`src/rtl/ram_arbiter.sv`:
```
// Two-core shared RAM port arbiter: data-over-instruction priority, round-robin
// between cores, fixed-length data bursts and age-based instruction promotion.
module ram_arbiter #(
    parameter int BURST   = 2,
    parameter int AGE_MAX = 15
) (
    input  logic             CLK,
    input  logic             RST,
    input  logic [1:0]       iREN,
    input  logic [1:0][31:0] iaddr,
    input  logic [1:0]       dREN,
    input  logic [1:0]       dWEN,
    input  logic [1:0][31:0] daddr,
    input  logic [1:0][31:0] dstore,
    output logic [1:0]       iwait,
    output logic [1:0]       dwait,
    output logic [1:0][31:0] iload,
    output logic [1:0][31:0] dload,
    output logic             ramREN,
    output logic             ramWEN,
    output logic [31:0]      ramaddr,
    output logic [31:0]      ramstore,
    input  logic [31:0]      ramload,
    input  logic [1:0]       ramstate
);

    typedef enum logic {IDLE, GRANT} state_t;

    localparam logic       KIND_I     = 1'b0;
    localparam logic       KIND_D     = 1'b1;
    localparam logic [1:0] RAM_ACCESS = 2'd2;
    localparam logic [1:0] WLAST      = 2'(BURST - 1);
    localparam logic [3:0] AGE_SAT    = 4'(AGE_MAX);

    state_t          state_q, state_d;
    logic            gcore_q, gcore_d;
    logic            gkind_q, gkind_d;
    logic            last_q, last_d;
    logic [1:0]      wcnt_q, wcnt_d;
    logic [1:0][3:0] age_q, age_d;

    logic       live;
    logic       any_req;
    logic       pick_core;
    logic       pick_kind;
    logic [1:0] promo;
    logic [1:0] dreq;

    // Tie between both cores goes to the one that was not granted last.
    function automatic logic pick(input logic [1:0] v, input logic last);
        if (v == 2'b11) return !last;
        return v[1];
    endfunction

    assign iload = {ramload, ramload};
    assign dload = {ramload, ramload};

    always_comb begin
        for (int c = 0; c < 2; c++) begin
            promo[c] = iREN[c] && (age_q[c] == AGE_SAT);
        end
        dreq      = dREN | dWEN;
        any_req   = |{iREN, dreq};
        pick_kind = KIND_I;
        pick_core = pick(iREN, last_q);
        if (|promo) begin
            pick_core = pick(promo, last_q);
        end else if (|dreq) begin
            pick_kind = KIND_D;
            pick_core = pick(dreq, last_q);
        end
    end

    // RAM drive comes from the granted requester's live inputs; no ramstate here.
    always_comb begin
        ramREN   = 1'b0;
        ramWEN   = 1'b0;
        ramaddr  = '0;
        ramstore = '0;
        live     = 1'b0;
        if (state_q == GRANT) begin
            if (gkind_q == KIND_I) begin
                live = iREN[gcore_q];
                if (live) begin
                    ramREN  = 1'b1;
                    ramaddr = iaddr[gcore_q];
                end
            end else begin
                live = dREN[gcore_q] | dWEN[gcore_q];
                if (dWEN[gcore_q]) begin
                    ramWEN   = 1'b1;
                    ramaddr  = daddr[gcore_q];
                    ramstore = dstore[gcore_q];
                end else if (dREN[gcore_q]) begin
                    ramREN  = 1'b1;
                    ramaddr = daddr[gcore_q];
                end
            end
        end
    end

    always_comb begin
        state_d = state_q;
        gcore_d = gcore_q;
        gkind_d = gkind_q;
        last_d  = last_q;
        wcnt_d  = wcnt_q;
        iwait   = 2'b11;
        dwait   = 2'b11;
        case (state_q)
            IDLE: begin
                if (any_req) begin
                    state_d = GRANT;
                    gcore_d = pick_core;
                    gkind_d = pick_kind;
                    last_d  = pick_core;
                    wcnt_d  = 2'd0;
                end
            end
            GRANT: begin
                if (!live) begin
                    state_d = IDLE;
                end else if (ramstate == RAM_ACCESS) begin
                    if (gkind_q == KIND_I) begin
                        iwait[gcore_q] = 1'b0;
                        state_d        = IDLE;
                    end else begin
                        dwait[gcore_q] = 1'b0;
                        if (wcnt_q == WLAST) state_d = IDLE;
                        else                 wcnt_d  = wcnt_q + 2'd1;
                    end
                end
            end
            default: state_d = IDLE;
        endcase
    end

    // An instruction counts as granted both when picked and while being served.
    always_comb begin
        for (int c = 0; c < 2; c++) begin
            if (!iREN[c]
                || (state_q == IDLE && any_req && pick_kind == KIND_I && pick_core == 1'(c))
                || (state_q == GRANT && gkind_q == KIND_I && gcore_q == 1'(c))) begin
                age_d[c] = 4'd0;
            end else if (age_q[c] != AGE_SAT) begin
                age_d[c] = age_q[c] + 4'd1;
            end else begin
                age_d[c] = age_q[c];
            end
        end
    end

    always_ff @(posedge CLK or posedge RST) begin
        if (RST) begin
            state_q <= IDLE;
            gcore_q <= 1'b0;
            gkind_q <= KIND_I;
            last_q  <= 1'b1;
            wcnt_q  <= 2'd0;
            age_q   <= '0;
        end else begin
            state_q <= state_d;
            gcore_q <= gcore_d;
            gkind_q <= gkind_d;
            last_q  <= last_d;
            wcnt_q  <= wcnt_d;
            age_q   <= age_d;
        end
    end

endmodule

```
`config.mk`:
```
export PLATFORM = sky130hd
export DESIGN_NAME = ram_arbiter
export DESIGN_NICKNAME = d
export VERILOG_FILES = /design/src/rtl/ram_arbiter.sv
export SDC_FILE = /design/constraint.sdc
export NUM_CORES = 1
export LEC_CHECK = 0
export CAP_MARGIN = 20
export CORE_AREA = 2 2 166 168
export CTS_CLUSTER_DIAMETER = 150
export DETAILED_ROUTE_END_ITERATION = 7
export DIE_AREA = 0 0 168 170
export GPL_TIMING_DRIVEN = 0
export PLACE_DENSITY = 0.43
export SYNTH_ARGS = -nofsm -noshare
export SYNTH_HDL_FRONTEND = slang
export SYNTH_SLANG_ARGS = --single-unit
export TNS_END_PERCENT = 1
```
`constraint.sdc`:
```
create_clock -name CLK -period 2.1 [get_ports CLK]
set_input_delay 0.525 -clock CLK [delete_from_list [all_inputs] [get_ports CLK]]
set_output_delay 0.525 -clock CLK [all_outputs]
set_load 0.02 [all_outputs]
```
==> results of run 1 <==
-- per-stage QoR --
step / area, sq um / power (mW)
after floorplan: 3367 / 3.244
after global placement: 7787 / 5.494
after detailed placement: 7787 / 5.471
after CTS: 8138 / 6.646
after global routing: 8243 / 7.103
final: 8245 / 6.702
-- synth_stat cells, types with 2 or more instances --
cell / instances
clkbuf_1: 3
buf_2: 8
nand2b_1: 2
o21ai_1: 3
buf_6: 2
nor2_1: 39
nor2b_1: 34
ha_1: 3
buf_4: 134
a21o_1: 3
o211ai_1: 5
mux2_2: 2
nand4_1: 3
nand2_1: 7
xnor2_1: 2
o21ai_0: 3
nand3_1: 4
dfrtp_1: 13
and3_1: 3
nand3b_1: 3
mux4_2: 32
a21oi_1: 8
mux2i_1: 34
a211oi_1: 2
inv_1: 8
or3_1: 2
-- layer usage --
layer | track usage | part of all wire
met1 | 0.1455 | 0.38
met2 | 0.2490 | 0.55
met3 | 0.03140 | 0.075
met4 | 0.004537 | 0.00086
met5 | 0 | 0.00055
-- repair_timing --
item / 4_1_cts / 5_1_grt
gates cloned: 4 / 0
buffers inserted: 6 / 0
gates resized for setup: 461 / 34
setup endpoints to repair: 79 / 69
endpoints found under the hold margin: 0 / 0
pin swaps: 4 / 4
-- worst paths after layout --
check | slack (ns) | from | cells past startpoint | endpoint
setup / recovery | -0.24 | dWEN[1] | 7 | ramaddr[28]
hold / removal | 0.48 | last_q | 2 | last_q
setup reg to reg | 0.20 | age_q[0] | 6 | age_q[3]
hold reg to reg | 0.48 | last_q | 2 | last_q
max in group asynchronous | 1.08 | RST | 2 | gkind_q
min in group asynchronous | 0.63 | RST | 2 | age_q[2]
-- cells by family after synthesis --
logic type | after synthesis
AND/OR/NAND/NOR | 102
multiplexers | 68
buffers and inverters | 155
adder cells (fa/ha/maj) | 3
AO/OA/AOI/OAI | 32
XOR/XNOR | 2
flip-flops | 14
-- flip-flops by register name (all words and copies together), names as in the netlist --
name and flops:
gkind_q 1, last_q 1, state_q 1, age_q 8, wcnt_q 2, gcore_q 1
-- area by class of cell --
class | instances | area (sq um) | share of cell area
Timing Repair Buffer | 408 | 4014 | 0.4868
Multi-Input combinational cell | 208 | 2091 | 0.2536
Buffer | 147 | 1245 | 0.1510
Tap cell | 341 | 426.7 | 0.05175
Sequential cell | 14 | 355.3 | 0.04310
Clock buffer | 4 | 78.83 | 0.009560
Inverter | 8 | 32.53 | 0.003945
Antenna cell | 1 | 2.502 | 0.0003035
-- power by group --
group / total, mW / internal (mW) / switching (mW) / leakage [nW]
clock: 0.354 / 0.255 / 0.0987 / 0.0382
combinational: 5.90 / 3.22 / 2.68 / 3.32
sequential: 0.450 / 0.346 / 0.104 / 0.174
total: 6.70 / 3.82 / 2.89 / 3.53
-- worst max-delay path: stages --
cell	delay (ns)
clkdlybuf4s15_2	0.24
nor2_2	0.08
a21o_4	0.24
a21o_4	0.28
buf_8	0.17
nor2b_1	0.12
buf_4	0.16
==> summary.txt, run 1 <==
Worst setup path
  – Worst EP required: 1.57 ns
  – CP arrival: 1.82 ns
  – Worst Setup Path Type: in -> out
  – Worst Path Max Fanout: 10
  – CP endpoint kind: output pin
  – Crit path launch type: input port

Floorplan
  – Num rows: 60
  – Die Span Y: approximately 170 um
  – Core area: 26650 sq um
  – Initial Utilization: 0.1263
  – Top Ports: ~430
  – Die W: 168 um
  – Die ar.: ~29000 sq um

Timing
  – Hold slack final: 0.4796 ns
  – Final critical-path setup slack: -0.2450 ns
  – Final setup violation count: 66
  – Skew final: between 0.003 and 0.004 ns
  – Slew HR: 0.6417
  – Unrepaired setup endpoints after global routing: yes
  – Fmax: around 0.43 GHz
  – Setup TNS: -11.04 ns
  – Final Max Slew Viols: 0
  – Period utilization: 1.117
  – Final min period: roughly 2.3 ns
  – Worst-margin pin slew: around 0.54 ns
  – Fin. Hold Viols: 0

GRT
  – Largest net degree at the start of global routing: 15
  – Grt total ovfl: 0
  – Antenna violations before repair: 2
  – Vias in the first global route: a little over 4000
  – Global-route wire length before repair: between 20 and 30 mm
  – GRT Resource Usage Total: 0.1271

Clocking
  – # hold bufs at CTS: 0
  – Root Buffer: clkbuf_16
  – Clock buffer depth: 2
  – Num CTS Buffers: 3
  – CTS tree: yes
  – Clock slew at reported path FFs: around 0.040 ns
  – H-tree levels: 1
  – Clock latency at the later pin of the worst-skew pair: between 0.2 and 0.25 ns
  – Sink Count: 14

Yosys
  – Synth Area in Compound Gates: 0.06577
  – Sequential area share after synthesis: 0.1044
  – Post-Synth Adder-Cell Area: 0.01115
  – Mux share of post-synthesis cell area: 0.3218
  – Area contributors post-synth: buf_4, mux4_2, mux2i_1, dfrtp_1, nor2b_1
  – Mapped cell area: roughly 3400 sq um
  – Distinct cells, synth: 40
  – Ys Warns: 0
  – Simple-gate portion of the synthesized area: 0.1620
  – Seq cells post-synth: 14
  – Post-synth EDFFs: 0
  – XOR/XNOR Fraction of Synth Area: 0.005203
  – Area share of the largest cell type after synthesis: 0.2988
  – Syn Nets: 613
  – Ys async rst share: 1.000
  – Synth area leader: buf_4
  – Largest family of logic cells by synthesized area: buffers and inverters
  – Synthesized instance count: 376
  – Main synth FF type: dfrtp_1
  – Avg Cell Area, Syn: about 9.0 sq um

Final layout
  – Most frequent cells in the layout: clkdlybuf4s50_1, buf_4, nor2_1, mux2i_1, mux4_2
  – Share of layout cells above drive strength 1: 0.3853
  – Nets@finish: approximately 1000
  – Layout area overhead: 144.9%
  – Util after Layout: 0.3094
  – Non-filler cells, final: approximately 1100
  – Commonest non-fill, non-tap cell in the layout: clkdlybuf4s50_1
  – Fill cells: roughly 2800

Min path
  – Class of the worst hold path: reg -> reg

Power
  – Pleak: between 3 and 4 nW
  – Power Dens Cells: just over 800 nW/um^2
  – Worst vdd ir: ~0.00033 V

Job
  – Max Cap Viol: 0

Routing
  – DRC Markers: 0
  – DR pass1 iterations: 4
  – Avg WL per Cell: ~18 um
  – DRT antenna net count: 0
  – Via Count: roughly 4100
  – Final WL: a little under 20 mm
  – Via density per instance: 3.647
  – Initial drt markers: between 80 and 90

Placed design
  – Dpl ws: -1.396 ns
  – Gp weighted congestion: 0.7342
  – IO Port Bufs: about 400
  – Placed insts: between 1000 and 1500
  – Post-DP HPWL: 17.04 mm

Status
  – Failing checks: negative setup slack
  – Status: finished, violations left
(Power assumes the default switching activity.)
==> run 2: changes to the inputs <==
--- a/config.mk
+++ b/config.mk
@@ -7,7 +7,6 @@
 export LEC_CHECK = 0
 export CAP_MARGIN = 20
 export CORE_AREA = 2 2 166 168
-export CTS_CLUSTER_DIAMETER = 150
 export DETAILED_ROUTE_END_ITERATION = 7
 export DIE_AREA = 0 0 168 170
 export GPL_TIMING_DRIVEN = 0
==> results of run 2 <==
No change in the layout: final DEF, timing and power equal those of run 1.
==> run 3: changes to the inputs <==
==> constraint.sdc (replaced) <==
create_clock -name CLK -period 2.3 [get_ports CLK]
set_input_delay 0.575 -clock CLK [delete_from_list [all_inputs] [get_ports CLK]]
set_output_delay 0.575 -clock CLK [all_outputs]
set_load 0.02 [all_outputs]
==> summary.txt, run 3 (same netlist as run 1, synthesis figures left out) <==
GRT
  – Antenna violations before repair: 2 (unchanged)
  – Largest net degree at the start of global routing: 15 (unchanged)
  – Vias in the first global route: 4070 (was 4068)
  – Grt total ovfl: 0 (unchanged)
  – GRT Resource Usage Total: 0.1265 (was 0.1271)
  – Global-route wire length before repair: 27.30 mm (was 27.38 mm)

Worst setup path
  – CP max stage delay: 0.46 ns (was 0.28 ns)
  – Crit path launch type: input port (unchanged)
  – Worst Path Buf+Inv: 2 (was 3)
  – CP arrival: 1.84 ns (was 1.82 ns)
  – Slowest cell on crit path: clkdlybuf4s50_1 (was a21o_4)
  – Worst EP required: 1.73 ns (was 1.57 ns)
  – CP top delay family: simple AND/OR/NAND/NOR gates (was buffers and inverters)
  – CP startpoint: ramstate[1] (was dWEN[1])
  – Cell Chain, Critical Path: clkdlybuf4s50_1 > nor2b_4 > nand2_2 > or3_4 > buf_6 (was clkdlybuf4s15_2 > nor2_2 > a21o_4 > a21o_4 > buf_8 > nor2b_1 > buf_4)
  – R2R Path Start: age_q[0] (unchanged)
  – Worst Path Max Fanout: 5 (was 10)
  – CP endpoint kind: output pin (unchanged)
  – Worst Setup Path Type: in -> out (unchanged)

Timing
  – Final critical-path setup slack: -0.1151 ns (was -0.2450 ns)
  – Unrepaired setup endpoints after global routing: yes (unchanged)
  – Fmax: around 0.41 GHz
  – Final min period: around 2.4 ns
  – Final setup violation count: 40 (was 66)
  – Skew final: 0.003446 ns (was 0.003199 ns)
  – Worst-margin pin slew: 0.5380 ns (was 0.5369 ns)
  – Period utilization: 1.050
  – Fin. Hold Viols: 0 (unchanged)
  – Final Max Slew Viols: 0 (unchanged)
  – Slew HR: 0.6409 (was 0.6417)

Status
  – Status: finished, violations left (unchanged)
  – Failing checks: negative setup slack (unchanged)

Final layout
  – N_diodes: 0 (was 1)
  – Util after Layout: 0.3044 (was 0.3094)
  – Largest registers: age_q (8), wcnt_q (2) (unchanged)
  – Largest register FFs: 8 (unchanged)
  – Layout area overhead: 140.9% (was 144.9%)
  – Commonest non-fill, non-tap cell in the layout: clkdlybuf4s50_1 (unchanged)
  – Reg with most FFs: age_q (unchanged)
  – Cell area after layout: 8112 sq um (was 8245 sq um)
  – Non-filler cells, final: 1129 (was 1131)
  – Share of layout cells above drive strength 1: 0.3782 (was 0.3853)
  – Nets@finish: 1026 (was 1027)
  – Most frequent cells in the layout: clkdlybuf4s50_1, buf_4, nor2_1, mux2i_1, mux4_2 (unchanged)

Power
  – Power Dens Cells: 727.9 nW/um^2 (was 812.8 nW/um^2)
  – Total chip power: 5.904 mW (was 6.702 mW)
  – Worst vdd ir: 0.0003057 V (was 0.0003312 V)
  – Pleak: 3.475 nW (was 3.533 nW)

Floorplan
  – Top Ports: 432 (unchanged)
  – Die Span Y: 170 um (unchanged)
  – Die ar.: 28560 sq um (unchanged)
  – Core area: 26650 sq um (unchanged)
  – Die W: 168 um (unchanged)
  – Initial Utilization: 0.1263 (unchanged)
  – Num rows: 60 (unchanged)

Job
  – Max Cap Viol: 0 (unchanged)

Routing
  – Initial drt markers: 110 (was 83)
  – Via density per instance: 3.648 (was 3.647)
  – DRC Markers: 0 (unchanged)
  – Avg WL per Cell: 17.46 um (was 17.53 um)
  – DR pass1 iterations: 4 (unchanged)
  – DRT antenna net count: 0 (unchanged)
  – Via Count: 4119 (was 4125)
  – Final WL: 19.72 mm (was 19.83 mm)

Placed design
  – Dpl ws: -1.296 ns (was -1.396 ns)
  – Placed insts: 1116 (unchanged)
  – IO Port Bufs: 399 (unchanged)
  – Post-DP HPWL: 17.04 mm (unchanged)
  – Placed cell area: 7787 sq um (unchanged)
  – Gp weighted congestion: 0.7342 (unchanged)

Clocking
  – H-tree levels: 1 (unchanged)
  – Num CTS Buffers: 3 (unchanged)
  – Clock latency at the later pin of the worst-skew pair: 0.24 ns (about the same)
  – CTS tree: yes (unchanged)
  – Clock buffer depth: 2 (unchanged)
  – Sink Count: 14 (unchanged)
  – Clock slew at reported path FFs: 0.04 ns (about the same)
  – Root Buffer: clkbuf_16 (unchanged)

Min path
  – Class of the worst hold path: reg -> reg (unchanged)
  – HP Start: last_q (unchanged)
-- run 3: cell count changes in the layout (fill, tap and decap cells not counted), sizes merged --
cell,previous run,this run
diode,1,0
clkdlybuf4s50,321,320
dlymetal6s2s,2,0
dlygate4sd2,0,3
clkdlybuf4s15,3,2
-- run 3: cell type report --
| class | count | area (sq um) |
|---|---|---|
| flip-flops and latches | 14 | 355.3 |
| fillers | 2807 | 18540 |
| repair buffers | 407 | 3924 |
| well taps | 341 | 426.7 |
| plain buffers | 147 | 1245 |
| multi-input cells | 208 | 2052 |
| inverters | 8 | 30.03 |
| clock buffers | 4 | 78.83 |
-- run 3: worst paths after layout --
path | end | slack, ns | cells after the start
setup / recovery | dwait[1] | -0.12 | 5
hold / removal | last_q | 0.48 | 2
setup reg to reg | age_q[3] | 0.39 | 6
hold reg to reg | last_q | 0.48 | 2
max in group asynchronous | gkind_q | 1.23 | 2
min in group asynchronous | age_q[2] | 0.68 | 2
-- run 3: tightest hold or removal path, stage by stage, from the launching register on --
cell	delay (ns)
dfstp_2	0.38
nand2_1	0.05
nand2_1	0.04
-- run 3: metrics by stage --
| stage | TNS [ns] | hold slack, ns |
|---|---|---|
| 6_report | -2.941 | 0.4814 |
| 5_1_grt | -8.100 | 0.5001 |
| 4_1_cts | -4.331 | 0.4796 |
| 3_5_place_dp | -76.28 | 0.4760 |
| 3_3_place_gp | -75.56 | 0.4762 |
| 2_1_floorplan | 0 | 0.4541 |
-- run 3: per-layer routing --
layer | track usage | vias to the layer above | wire (um)
li1 | - | 2021 | -
met1 | 0.1463 | 1909 | 7594
met2 | 0.2460 | 183 | 10690
met3 | 0.03140 | 4 | 1404
met4 | 0.004537 | 2 | 17
met5 | 0 | - | 11
-- run 3: repair_timing --
item / CTS / global route
hold buffers: 0 / 0
setup endpoints to repair: 71 / 70
pin swaps: 7 / 1
resized for setup: 435 / 27
setup buffers: 6 / 0
cloned: 3 / 0
-- run 3: where the power goes --
| group | internal, mW | switching (mW) | total, mW |
|---|---|---|---|
| Sequential | 0.316 | 0.101 | 0.417 |
| Combinational | 2.78 | 2.38 | 5.16 |
| Clock | 0.233 | 0.0898 | 0.323 |
